$ cat config.mk
export PLATFORM = sky130hd
export DESIGN_NAME = nmos_clk_gen_flat
export DESIGN_NICKNAME = d
export VERILOG_FILES = /design/src/rtl/nmos_clk_gen_pkg.sv /design/src/rtl/nmos_clk_gen_if.sv /design/src/rtl/nmos_clk_gen_phase_timer.sv /design/src/rtl/nmos_clk_gen.sv /design/src/flat_wrapper.sv
export SDC_FILE = /design/constraint.sdc
export NUM_CORES = 1
export LEC_CHECK = 0
export CAP_MARGIN = 20
export CORE_UTILIZATION = 30
export CTS_CLUSTER_DIAMETER = 120
export DETAILED_ROUTE_END_ITERATION = 8
export SYNTH_ARGS = -nofsm -noshare
export SYNTH_HDL_FRONTEND = slang
export SYNTH_SLANG_ARGS = --single-unit
$ cat constraint.sdc
create_clock -name main_clk -period 4.1 [get_ports main_clk]
set_clock_uncertainty 0.2 [all_clocks]
set_input_delay 0.615 -clock main_clk [delete_from_list [all_inputs] [get_ports main_clk]]
set_output_delay 0.615 -clock main_clk [all_outputs]
set_load 0.005 [all_outputs]
$ cat src/rtl/nmos_clk_gen_pkg.sv
// Shared types and constants for the two-phase NMOS clock generator:
// the phase enum, default lengths and the phase-length legality check.
package nmos_clk_pkg;

  typedef enum logic [1:0] {
    PHI1  = 2'd0,
    GAP12 = 2'd1,
    PHI2  = 2'd2,
    GAP21 = 2'd3
  } phase_e;

  localparam int DEF_P1_LEN  = 2;
  localparam int DEF_P2_LEN  = 2;
  localparam int DEF_GAP_LEN = 1;
  localparam int DEF_CNT_W   = 4;
  localparam int DEF_CYC_W   = 16;

  // A length must fit a CNT_W timer loaded with len-1, and zero is never legal.
  function automatic bit len_legal(input int len, input int cnt_w);
    return (len >= 1) && (len <= (1 << cnt_w) - 1);
  endfunction

endpackage

$ cat src/rtl/nmos_clk_gen_if.sv
// Halt control and clock-output bundle of nmos_clk_gen.
// NMOS_CLKGEN_STEP_EN adds the single-step request STEP.
interface nmos_clk_gen_if #(
  parameter int CYC_W = 16
);
  logic             HALT;
`ifdef NMOS_CLKGEN_STEP_EN
  logic             STEP;
`endif
  logic             C1;
  logic             C2;
  logic             C1_RISE;
  logic             C2_FALL;
  logic             HALTED;
  logic [CYC_W-1:0] CYC_CNT;

`ifdef NMOS_CLKGEN_STEP_EN
  modport master (input HALT, input STEP,
                  output C1, output C2, output C1_RISE, output C2_FALL,
                  output HALTED, output CYC_CNT);
  modport slave  (output HALT, output STEP,
                  input C1, input C2, input C1_RISE, input C2_FALL,
                  input HALTED, input CYC_CNT);
`else
  modport master (input HALT,
                  output C1, output C2, output C1_RISE, output C2_FALL,
                  output HALTED, output CYC_CNT);
  modport slave  (output HALT,
                  input C1, input C2, input C1_RISE, input C2_FALL,
                  input HALTED, input CYC_CNT);
`endif
endinterface

$ cat src/rtl/nmos_clk_gen_phase_timer.sv
// Phase timer: CNT_W down-counter with load, hold and terminal count.
// It has no reset of its own; the owner loads it during reset.
module nmos_phase_timer #(
  parameter int CNT_W = 4
) (
  input  logic             main_clk,
  input  logic             load,
  input  logic [CNT_W-1:0] load_val,
  input  logic             hold,
  output logic             tc
);

  logic [CNT_W-1:0] cnt_d, cnt_q;

  always_comb begin
    cnt_d = cnt_q;
    if (load) begin
      cnt_d = load_val;
    end else if (!hold && (cnt_q != '0)) begin
      cnt_d = cnt_q - CNT_W'(1);
    end
  end

  always_ff @(posedge main_clk) begin
    cnt_q <= cnt_d;
  end

  assign tc = (cnt_q == '0);

endmodule

$ cat src/rtl/nmos_clk_gen.sv
// Two-phase non-overlapping clock generator (PHI1/PHI2 on C1/C2) with halt and cycle count.
// Optional single-step release while halted: define NMOS_CLKGEN_STEP_EN.
module nmos_clk_gen
  import nmos_clk_pkg::*;
#(
  parameter int P1_LEN  = DEF_P1_LEN,
  parameter int P2_LEN  = DEF_P2_LEN,
  parameter int GAP_LEN = DEF_GAP_LEN,
  parameter int CNT_W   = DEF_CNT_W,
  parameter int CYC_W   = DEF_CYC_W
) (
  input  logic           main_clk,
  input  logic           R,
  nmos_clk_gen_if.master bus
);

  if (!len_legal(P1_LEN, CNT_W) || !len_legal(P2_LEN, CNT_W) ||
      !len_legal(GAP_LEN, CNT_W)) begin : g_bad_len
    $error("nmos_clk_gen: P1_LEN/P2_LEN/GAP_LEN must be in 1..2^CNT_W-1");
  end

  localparam logic [CNT_W-1:0] P1_LD  = CNT_W'(P1_LEN - 1);
  localparam logic [CNT_W-1:0] P2_LD  = CNT_W'(P2_LEN - 1);
  localparam logic [CNT_W-1:0] GAP_LD = CNT_W'(GAP_LEN - 1);

  phase_e           state_d, state_q;
  logic             halted_d, halted_q;
  logic [CYC_W-1:0] cyc_d, cyc_q;
  logic             c1_d, c1_q, c2_d, c2_q;
  logic             c1_rise_d, c1_rise_q, c2_fall_d, c2_fall_q;
  logic             tmr_load, tmr_hold, tmr_tc;
  logic [CNT_W-1:0] tmr_val;
  logic             release_req;

  // A parked generator leaves GAP21 on HALT low, or on a step request.
`ifdef NMOS_CLKGEN_STEP_EN
  assign release_req = !bus.HALT || bus.STEP;
`else
  assign release_req = !bus.HALT;
`endif

  nmos_phase_timer #(.CNT_W(CNT_W)) u_timer (
    .main_clk (main_clk),
    .load     (tmr_load),
    .load_val (tmr_val),
    .hold     (tmr_hold),
    .tc       (tmr_tc)
  );

  always_comb begin
    state_d  = state_q;
    halted_d = halted_q;
    cyc_d    = cyc_q;
    tmr_load = 1'b0;
    tmr_hold = 1'b0;
    tmr_val  = GAP_LD;
    if (tmr_tc) begin
      tmr_load = 1'b1;
      unique case (state_q)
        PHI1: begin
          state_d = GAP12;
          tmr_val = GAP_LD;
        end
        GAP12: begin
          state_d = PHI2;
          tmr_val = P2_LD;
        end
        PHI2: begin
          state_d = GAP21;
          tmr_val = GAP_LD;
          cyc_d   = cyc_q + CYC_W'(1);
        end
        GAP21: begin
          if (halted_q ? release_req : !bus.HALT) begin
            state_d  = PHI1;
            tmr_val  = P1_LD;
            halted_d = 1'b0;
          end else begin
            tmr_load = 1'b0;
            tmr_hold = 1'b1;
            halted_d = 1'b1;
          end
        end
        default: ;
      endcase
    end
    // Reset reloads the timer as if GAP21 had just been entered.
    if (R) begin
      tmr_load = 1'b1;
      tmr_hold = 1'b0;
      tmr_val  = GAP_LD;
    end
    c1_d      = (state_d == PHI1);
    c2_d      = (state_d == PHI2);
    c1_rise_d = (state_d == PHI1) && (state_q != PHI1);
    c2_fall_d = (state_d == GAP21) && (state_q == PHI2);
  end

  always_ff @(posedge main_clk) begin
    if (R) begin
      state_q   <= GAP21;
      halted_q  <= 1'b0;
      cyc_q     <= '0;
      c1_q      <= 1'b0;
      c2_q      <= 1'b0;
      c1_rise_q <= 1'b0;
      c2_fall_q <= 1'b0;
    end else begin
      state_q   <= state_d;
      halted_q  <= halted_d;
      cyc_q     <= cyc_d;
      c1_q      <= c1_d;
      c2_q      <= c2_d;
      c1_rise_q <= c1_rise_d;
      c2_fall_q <= c2_fall_d;
    end
  end

  assign bus.C1      = c1_q;
  assign bus.C2      = c2_q;
  assign bus.C1_RISE = c1_rise_q;
  assign bus.C2_FALL = c2_fall_q;
  assign bus.HALTED  = halted_q;
  assign bus.CYC_CNT = cyc_q;

endmodule

$ cat src/flat_wrapper.sv
// flat-port wrapper written by rule: the top's interface ports become plain ports
module nmos_clk_gen_flat import nmos_clk_pkg::*;
#(
  parameter int P1_LEN  = DEF_P1_LEN,
  parameter int P2_LEN  = DEF_P2_LEN,
  parameter int GAP_LEN = DEF_GAP_LEN,
  parameter int CNT_W   = DEF_CNT_W,
  parameter int CYC_W   = DEF_CYC_W
)
  (main_clk, R, bus_HALT, bus_C1, bus_C2, bus_C1_RISE, bus_C2_FALL, bus_HALTED, bus_CYC_CNT);
  nmos_clk_gen_if #(.CYC_W(CYC_W)) bus_i ();
  input  logic main_clk;
  input  logic R;
  input wire logic [$bits(bus_i.HALT)-1:0] bus_HALT;
  output wire logic [$bits(bus_i.C1)-1:0] bus_C1;
  output wire logic [$bits(bus_i.C2)-1:0] bus_C2;
  output wire logic [$bits(bus_i.C1_RISE)-1:0] bus_C1_RISE;
  output wire logic [$bits(bus_i.C2_FALL)-1:0] bus_C2_FALL;
  output wire logic [$bits(bus_i.HALTED)-1:0] bus_HALTED;
  output wire logic [$bits(bus_i.CYC_CNT)-1:0] bus_CYC_CNT;
  assign bus_i.HALT = bus_HALT;
  assign bus_C1 = bus_i.C1;
  assign bus_C2 = bus_i.C2;
  assign bus_C1_RISE = bus_i.C1_RISE;
  assign bus_C2_FALL = bus_i.C2_FALL;
  assign bus_HALTED = bus_i.HALTED;
  assign bus_CYC_CNT = bus_i.CYC_CNT;
  nmos_clk_gen #(.P1_LEN(P1_LEN), .P2_LEN(P2_LEN), .GAP_LEN(GAP_LEN), .CNT_W(CNT_W), .CYC_W(CYC_W)) u_core (.main_clk(main_clk), .R(R), .bus(bus_i));
endmodule
==> metrics.txt, run 1 <==
combinational share of power=26.1%; post-synthesis cell area=1270 um^2; initial drt markers=48; CTS Hold Bufs=0; YS warnings=0; critical path class=flip-flop to flip-flop; num rows=23; Switching Fraction=31.4%; clk sinks=27; crit start category=flip-flop; Slew headroom=38.7%; share of cells above drive strength 1=3.09%; PostCTS Resize Cnt=0; vias per cell=4.98; Initial Utilization=31.5%; Nets=169; Max Freq=410 MHz; first-pass GRT wire length=4510 um; EDFF count, synth=4; Distinct cells, synth=36; gate count of the mapped netlist=142; CTS tree=done; Die Y=67 um; Power, Total=0.677 mW; layout overhead on the synthesized area=24.5%; Main synth FF type=dfxtp_1; Boundary Pins=24; Psw=0.213 mW; syn_nets=148; DR pass1 iterations=4; gr ovfl total=0; Leak=0.518 nW; Setup Buffers After CTS=0; # DRC=0; initial antenna violation count=0; P_int=0.464 mW; Hold Crit Class=flip-flop to flip-flop; HPWL after detailed placement=1930 um; Tot GR Track Use=13.3%; CTS clk-pin slew, worst paths=90 ps; PortBufs=23; # H-tree levels=1; sequential area share after synthesis=45.8%; core area=4030 um^2; run status=completed; Worst-Margin Slew=916 ps; Pins Over Slew Limit=0; CP Max Fanout=8; maximum vdd drop=203 uV; PwrDens=429 nW/um^2; Setup-failing EPs final=0; Fin Setup TNS=0 ps; Critical Path RT=4020 ps; Clock power frac=22.0%; Syn Area/Cell=8.93 um^2; Flop pwr share=51.9%; Detail Route Antenna Nets=0; Yosys reg bits=27; CTS max path bufs=2; worst path arrival time=2350 ps; CP endpoint kind=flip-flop; n_diodes=0; Tcrit/Tclk final=59.5%; ys async rst share=0%; worst-skew pair later-pin latency=270 ps; largest net degree at the start of global routing=28; Placer Congestion=0.731; MaxCap Viol Count=0; RSZ-0062 raised after global routing=no; Routed wire per std cell=12.5 um; vias in the first global route=1027; Chip Width=67 um; WL final=2660 um; root buf cell=clkbuf_8; Total Die Area=4490 um^2; routed vias=1055; most frequent cells in the layout=23 x clkdlybuf4s50_1, 23 x dfxtp_1, 20 x nor2_1; min cycle time layout=2440 ps; Final Hold Vio Count=0; CTS buffer count=3
[sequential cells by signal, indices dropped and copies added, names as in the netlist]
| signal | flops |
|---|---|
| u_core.bus.C2 | 1 |
| u_core.bus.C2_FALL | 1 |
| u_core.bus.C1 | 1 |
| u_core.bus.HALTED | 1 |
| u_core.bus.CYC_CNT | 16 |
| u_core.state_q | 2 |
| u_core.u_timer.cnt_q | 4 |
| u_core.bus.C1_RISE | 1 |
[power groups by stage]
stage	logic [mW]	registers [mW]	clock network, mW
after detailed placement	0.174	0.356	0
after global placement	0.169	0.354	0
after floorplan	0.140	0.336	0
final	0.177	0.351	0.149
after global routing	0.197	0.359	0.166
after CTS	0.176	0.350	0.158
[through the flow]
stage / hold WS [ps] / std cells / setup WS [ps] / cell area, um^2 / util (%)
floorplan: 270 / 142 / 1920 / 1270 / -
global placement: 272 / 208 / 1490 / 1530 / 38.0
detailed placement: 274 / 208 / 1450 / 1530 / 38.0
CTS: 296 / 212 / 1670 / 1580 / 39.2
global route: 320 / 212 / 1470 / 1580 / 39.2
finish: 288 / 212 / 1660 / 1580 / 39.2
[critical path, stage by stage, from the launching register on]
cell	delay [ps]
edfxtp_1	440
inv_1	110
ha_1	240
or3b_1	500
or4_4	580
o21ai_1	140
a21oi_1	70
[logic make-up after synthesis]
| group | Yosys count | share of synthesized area (%) |
|---|---|---|
| flip-flops | 27 | 45.8 |
| multiplexers | 1 | 0.888 |
| AO/OA/AOI/OAI | 19 | 8.79 |
| XOR/XNOR | 11 | 7.60 |
| buffers and inverters | 10 | 3.06 |
| adder cells (fa/ha/maj) | 3 | 2.96 |
| AND/OR/NAND/NOR | 71 | 30.9 |
[worst paths after layout]
| kind | cells past startpoint | endpoint | slack [ps] | startpoint |
|---|---|---|---|---|
| min reg2reg | 2 | u_core.bus.HALTED$_SDFFE_PP0P_ | 290 | u_core.bus.HALTED$_SDFFE_PP0P_ |
| max | 6 | u_core.bus.CYC_CNT[13]$_SDFFE_PP0P_ | 1660 | u_core.u_timer.cnt_q[0]$_DFFE_PP_ |
| max reg2reg | 6 | u_core.bus.CYC_CNT[13]$_SDFFE_PP0P_ | 1660 | u_core.u_timer.cnt_q[0]$_DFFE_PP_ |
| min | 2 | u_core.bus.HALTED$_SDFFE_PP0P_ | 290 | u_core.bus.HALTED$_SDFFE_PP0P_ |
[metal layers]
| metal | share of wire (%) | routed length, um | vias to the layer above | global-route usage [%] |
|---|---|---|---|---|
| li1 | - | - | 542 | - |
| met3 | 3.8 | 102 | 4 | 2.40 |
| met4 | 1.1 | 29 | 0 | 6.12 |
| met5 | 0 | 0 | - | 0 |
| met1 | 49 | 1310 | 487 | 16.7 |
| met2 | 46 | 1220 | 22 | 21.6 |
[final cells by class]
type	count	area (um^2)
multi-input cells	105	648
well taps	50	62.6
repair buffers	23	230
clock buffers	4	45.0
flip-flops and latches	27	581
fillers	403	2450
inverters	3	11.3
[Yosys cell counts, types with 2 or more instances]
cell	count	area (um^2)
nand4_1	2	12.5
nand4b_1	5	43.8
nand2_1	13	48.8
clkbuf_1	5	18.8
nand3_1	6	30.0
nor4_1	5	31.3
nor3_1	3	15.0
a21oi_1	8	40.0
a21o_1	3	22.5
xor2_1	3	26.3
edfxtp_1	4	120
nor2b_1	2	12.5
o21ai_1	2	10.0
o21ai_0	3	15.0
dfxtp_1	23	460
ha_1	3	37.5
inv_1	3	11.3
or3_1	5	31.3
xnor2_1	8	70.1
nor2_1	20	75.1
Note: power is estimated with default switching activity, not from simulation.
==> inputs of run 2 (changes only) <==
clock period = 2.11 ns   (was 4.1 ns; I/O delays follow)
==> run 2 against run 1 <==
Compared with the run above:
- critical path depth unchanged
- sequential cell count unchanged
- setup slack worse by 1600 ps
- core utilization up 3.8 points
- clock power up 99%
- highest routed layer unchanged
- non-clock buffer count up 16
- worst hold slack better by 18 ps
- sequential share of layout area down 3.2 points
- die area unchanged
==> metrics.txt, run 2 (synthesis gave the netlist of run 1 again) <==
initial drt markers=54 (+13%); Tot GR Track Use=14.7% (+1.5 points); worst path arrival time=1990 ps (-360 ps); Slowest Stage Delay on Critical Path=440 ps (-140 ps); n_diodes=0 (unchanged); design area=1730 um^2 (+9.6%); Setup-failing EPs final=0 (unchanged); Critical Path RT=2070 ps (-1950 ps); Leak=0.595 nW (+15%); # H-tree levels=1 (unchanged); Die Y=67 um (unchanged); core area=4030 um^2 (unchanged); CTS Hold Bufs=0 (unchanged); # DRC=0 (unchanged); CTS clk-pin slew, worst paths=90 ps (about the same); non-filler instance count after layout=228 (+7.5%); Hold Crit Class=flip-flop to flip-flop; largest net degree at the start of global routing=27 (-3.6%); Initial Utilization=31.5% (unchanged); PwrDens=840 nW/um^2 (+96%); CP Max Fanout=5 (-3); HPWL after detailed placement=2130 um (+10%); dpl cells=220 (+5.8%); MaxCap Viol Count=0 (unchanged); RSZ-0062 raised after global routing=no; Routed wire per std cell=13.1 um (+5.0%); CTS buffer count=3 (unchanged); Boundary Pins=24 (unchanged); Tcrit/Tclk final=96.4% (+37 points); initial antenna violation count=0 (unchanged); vias per cell=5.00 (+0.39%); Worst-Margin Slew=423 ps (-494 ps); worst r2r path cells=6 (unchanged); Max Freq=492 MHz (+20%); critical path class=flip-flop to flip-flop; Hold Path Depth=2 (unchanged); run status=completed; Total Die Area=4490 um^2 (unchanged); Fin Setup TNS=0 ps (unchanged); Placer Congestion=0.764 (+4.6%); Slowest cell on crit path=or4_4; worst-skew pair later-pin latency=270 ps (about the same); clk sinks=27 (unchanged); Slew headroom=71.6% (+33 points); dpl ws=-90.3 ps (-1540 ps); CTS tree=done; Cell Chain, Critical Path=inv_2 > ha_4 > or3b_4 > or4_4 > o21ai_1 > a21oi_1; num rows=23 (unchanged); share of cells above drive strength 1=15.7% (+13 points); layout overhead on the synthesized area=36.4%; CP endpoint kind=flip-flop; root buf cell=clkbuf_8; min cycle time layout=2030 ps (-404 ps); WL final=3000 um (+13%); routed vias=1139 (+8.0%); Final Hold Vio Count=0 (unchanged); max reg flops=16 (unchanged); setup ws final=75.7 ps (-1590 ps); most frequent cells in the layout=23 x clkdlybuf4s50_1, 23 x dfxtp_1, 20 x nor2_1; crit start category=flip-flop; Detail Route Antenna Nets=0 (unchanged); DR pass1 iterations=5 (+1); Pins Over Slew Limit=0 (unchanged); vias in the first global route=1121 (+9.2%); PortBufs=23 (unchanged); cell area after placement=1630 um^2 (+6.0%); # fillers=415 (+3.0%); first-pass GRT wire length=5070 um (+13%); Chip Width=67 um (unchanged); Nets=185 (+9.5%); maximum vdd drop=392 uV (+93%); CTS max path bufs=2 (unchanged); gr ovfl total=0 (unchanged)
-- run 2: cell count changes in the layout (fill, tap and decap cells not counted), sizes merged --
| cell | previous run | this run |
|---|---|---|
| buf | 0 | 16 |
-- run 2: worst max-delay path: cells and delay by family, from the launching register on --
kind,cells,cell delay [ps]
buffers and inverters,1,100
adder cells (fa/ha/maj),1,150
AO/OA/AOI/OAI,2,210
flip-flops,1,410
AND/OR/NAND/NOR,2,850
-- run 2: layout make-up --
class	count	area [um^2]	area share, %
inverters	3	11.3	0.651
well taps	50	62.6	3.62
repair buffers	39	350	20.3
flip-flops and latches	27	581	33.6
multi-input cells	105	679	39.3
clock buffers	4	45.0	2.60
-- run 2: final timing paths --
check / from / end / slack, ps
setup / recovery: u_core.u_timer.cnt_q[1]$_SDFFCE_PP0P_ / u_core.bus.CYC_CNT[13]$_SDFFE_PP0P_ / 80
hold / removal: u_core.bus.HALTED$_SDFFE_PP0P_ / u_core.bus.HALTED$_SDFFE_PP0P_ / 310
setup reg to reg: u_core.u_timer.cnt_q[1]$_SDFFCE_PP0P_ / u_core.bus.CYC_CNT[13]$_SDFFE_PP0P_ / 80
hold reg to reg: u_core.bus.HALTED$_SDFFE_PP0P_ / u_core.bus.HALTED$_SDFFE_PP0P_ / 310
-- run 2: power breakdown --
group          internal, mW  switching [mW]  leakage (nW)
combinational         0.265           0.231         0.341
sequential            0.601          0.0592         0.232
clock                 0.135           0.161        0.0228
-- run 2: stage by stage --
stage	utilization [%]	total power, mW	hold WS (ps)
floorplan	-	0.944	267
global placement	40.3	1.07	282
detailed placement	40.3	1.09	283
CTS	41.9	1.43	308
global route	42.9	1.55	344
finish	42.9	1.45	306
-- run 2: metal layers --
metal | global-route usage [%] | up-vias | share of wire [%]
li1 | - | 571 | -
met1 | 19.0 | 533 | 47
met2 | 24.8 | 31 | 48
met3 | 2.57 | 4 | 4.1
met4 | 3.99 | 0 | 0.83
met5 | 0 | - | 0
-- run 2: timing repair --
item                                    4_1_cts  5_1_grt
pin swaps                                     0        1
setup buffers                                 2        2
resized for setup                             1        6
endpoints found under the setup margin        6        8
==> inputs of run 3 (changes only) <==
CORE_UTILIZATION = 35   (was 30)
==> run 3 against run 2 <==
Compared with the run above:
- power down 3.5%
- critical path type unchanged
- maximum frequency down 1.3%
- global-route usage up 0.56 points
- first-iteration DRC count down 13%
- die area down 14%
- combinational power up 1%
- clock-buffer cell count down 1
- largest power group unchanged
- non-clock buffer count down 1
- critical endpoint is now u_core.bus.CYC_CNT[11]$_SDFFE_PP0P_
- design area down 1.4%
- clock power down 19%
- worst hold slack worse by 8.7 ps
==> metrics.txt, run 3 (synthesis gave the netlist of run 1 again) <==
run status=completed; HPWL after detailed placement=1990 um (-6.6%); CTS Hold Bufs=0 (unchanged); Total Die Area=3870 um^2 (-14%); vias in the first global route=1102 (-1.7%); Boundary Pins=24 (unchanged); dpl ws=1.06 ps (+91.3 ps); maximum vdd drop=470 uV (+20%); Power, Total=1.40 mW (-3.5%); min cycle time layout=2060 ps (+26.8 ps); # DRC=0 (unchanged); max reg flops=16 (unchanged); FF+latch area=581 um^2 (unchanged); Leak=0.588 nW (-1.2%); initial antenna violation count=0 (unchanged); Die Y=62.2 um (-7.2%); CP Max Fanout=5 (unchanged); Critical Path RT=2130 ps (+60 ps); Slowest Stage Delay on Critical Path=440 ps (about the same); Chip Width=62.2 um (-7.2%); first-pass GRT wire length=4890 um (-3.7%); worst path arrival time=2090 ps (+100 ps); RSZ-0062 raised after global routing=no; Nets=184 (-0.54%); Pins Over Slew Limit=0 (unchanged); Slowest cell on crit path=edfxtp_1; worst-skew pair later-pin latency=330 ps (+60 ps); setup ws final=49.0 ps (-26.8 ps); Routed wire per std cell=12.6 um (-4.4%); clk sinks=27 (unchanged); most frequent cells in the layout=23 x clkdlybuf4s50_1, 23 x dfxtp_1, 20 x nor2_1; GR Layer Usage met2=26.2% (+1.5 points); GRT met3 Usage=2.21% (-0.36 points); gr ovfl total=0 (unchanged); core area=3390 um^2 (-16%); Cell Chain, Critical Path=inv_2 > ha_4 > or3b_4 > or4_4 > o21ai_1 > a21oi_1; share of cells above drive strength 1=15.3% (-0.48 points); routed vias=1145 (+0.53%); Setup-failing EPs final=0 (unchanged); CTS clk-pin slew, worst paths=150 ps (+60 ps); Initial Utilization=37.4% (+5.9 points); GR Layer Usage met1=19.5% (+0.47 points); PortBufs=23 (unchanged); critical path class=flip-flop to flip-flop; # H-tree levels=1 (unchanged); # fillers=320 (-23%); CTS tree=done; Tot GR Track Use=15.3% (+0.56 points); Tcrit/Tclk final=97.7% (+1.3 points); CTS buffer count=3 (unchanged); Worst-Margin Slew=362 ps (-60.9 ps); largest net degree at the start of global routing=27 (unchanged); Placer Congestion=0.810 (+6.0%); Detail Route Antenna Nets=0 (unchanged); vias per cell=5.13 (+2.8%); Fin Setup TNS=0 ps (unchanged); WL final=2800 um (-6.5%); Hold Crit Class=flip-flop to flip-flop; initial drt markers=47 (-13%); PwrDens=822 nW/um^2 (-2.1%); Max Freq=485 MHz (-1.3%); area occupied by multi-input gates=684 um^2 (+0.74%); Final Hold Vio Count=0 (unchanged); root buf cell=clkbuf_4; MaxCap Viol Count=0 (unchanged); CP endpoint kind=flip-flop; crit start category=flip-flop; Slew headroom=75.7% (+4.1 points); Core Util, Final=50.3% (+7.4 points); GR peak layer=met2; num rows=21 (-8.7%); DR pass1 iterations=4 (-1); n_diodes=0 (unchanged); layout overhead on the synthesized area=34.6%; CTS max path bufs=2 (unchanged)
## run 3: cell count changes in the layout (fill, tap and decap cells not counted), sizes merged
cell and delta:
buf -1, clkbuf -1, inv +1
## run 3: worst max-delay path: cells and delay by family (launching register included)
kind / cells / cell delay, ps
flip-flops: 1 / 440
buffers and inverters: 1 / 100
AND/OR/NAND/NOR: 2 / 840
AO/OA/AOI/OAI: 2 / 230
adder cells (fa/ha/maj): 1 / 150
## run 3: timing repair
item,4_1_cts,5_1_grt
cloned,0,0
setup endpoints to repair,2,9
hold endpoints to repair,0,0
setup buffers,0,2
pin swaps,0,2
resized for setup,3,4
## run 3: power breakdown
part / internal (mW) / switching, mW
registers: 0.601 / 0.0604
clock network: 0.0740 / 0.165
logic: 0.272 / 0.229
total: 0.947 / 0.455
## run 3: final cells by class
cell class                      instances  area share [%]
Sequential cell                        27            34.0
Multi-Input combinational cell        105            40.1
Inverter                                3           0.660
Tap cell                               46            3.37
Clock buffer                            3            1.32
Clock inverter                          1           0.367
Timing Repair Buffer                   38            20.1
## run 3: metrics by stage
step / instances / cell area (um^2) / hold slack, ps
final: 223 / 1710 / 297
after global routing: 223 / 1710 / 327
after CTS: 221 / 1670 / 297
after detailed placement: 217 / 1630 / 271
after global placement: 217 / 1630 / 273
after floorplan: 142 / 1280 / 267
## run 3: routing by layer
| layer | wire length, um | vias to the layer above | part of all wire, % |
|---|---|---|---|
| li1 | - | 577 | - |
| met1 | 1350 | 535 | 48 |
| met2 | 1330 | 31 | 48 |
| met3 | 104 | 2 | 3.7 |
| met4 | 19 | 0 | 0.68 |
| met5 | 0 | - | 0 |
## run 3: final timing paths
check             slack, ps  cells past startpoint                               from                             endpoint
setup reg to reg         50                      6  u_core.u_timer.cnt_q[0]$_DFFE_PP_  u_core.bus.CYC_CNT[11]$_SDFFE_PP0P_
setup / recovery         50                      6  u_core.u_timer.cnt_q[0]$_DFFE_PP_  u_core.bus.CYC_CNT[11]$_SDFFE_PP0P_
hold / removal          300                      2     u_core.bus.HALTED$_SDFFE_PP0P_       u_core.bus.HALTED$_SDFFE_PP0P_
hold reg to reg         300                      2     u_core.bus.HALTED$_SDFFE_PP0P_       u_core.bus.HALTED$_SDFFE_PP0P_
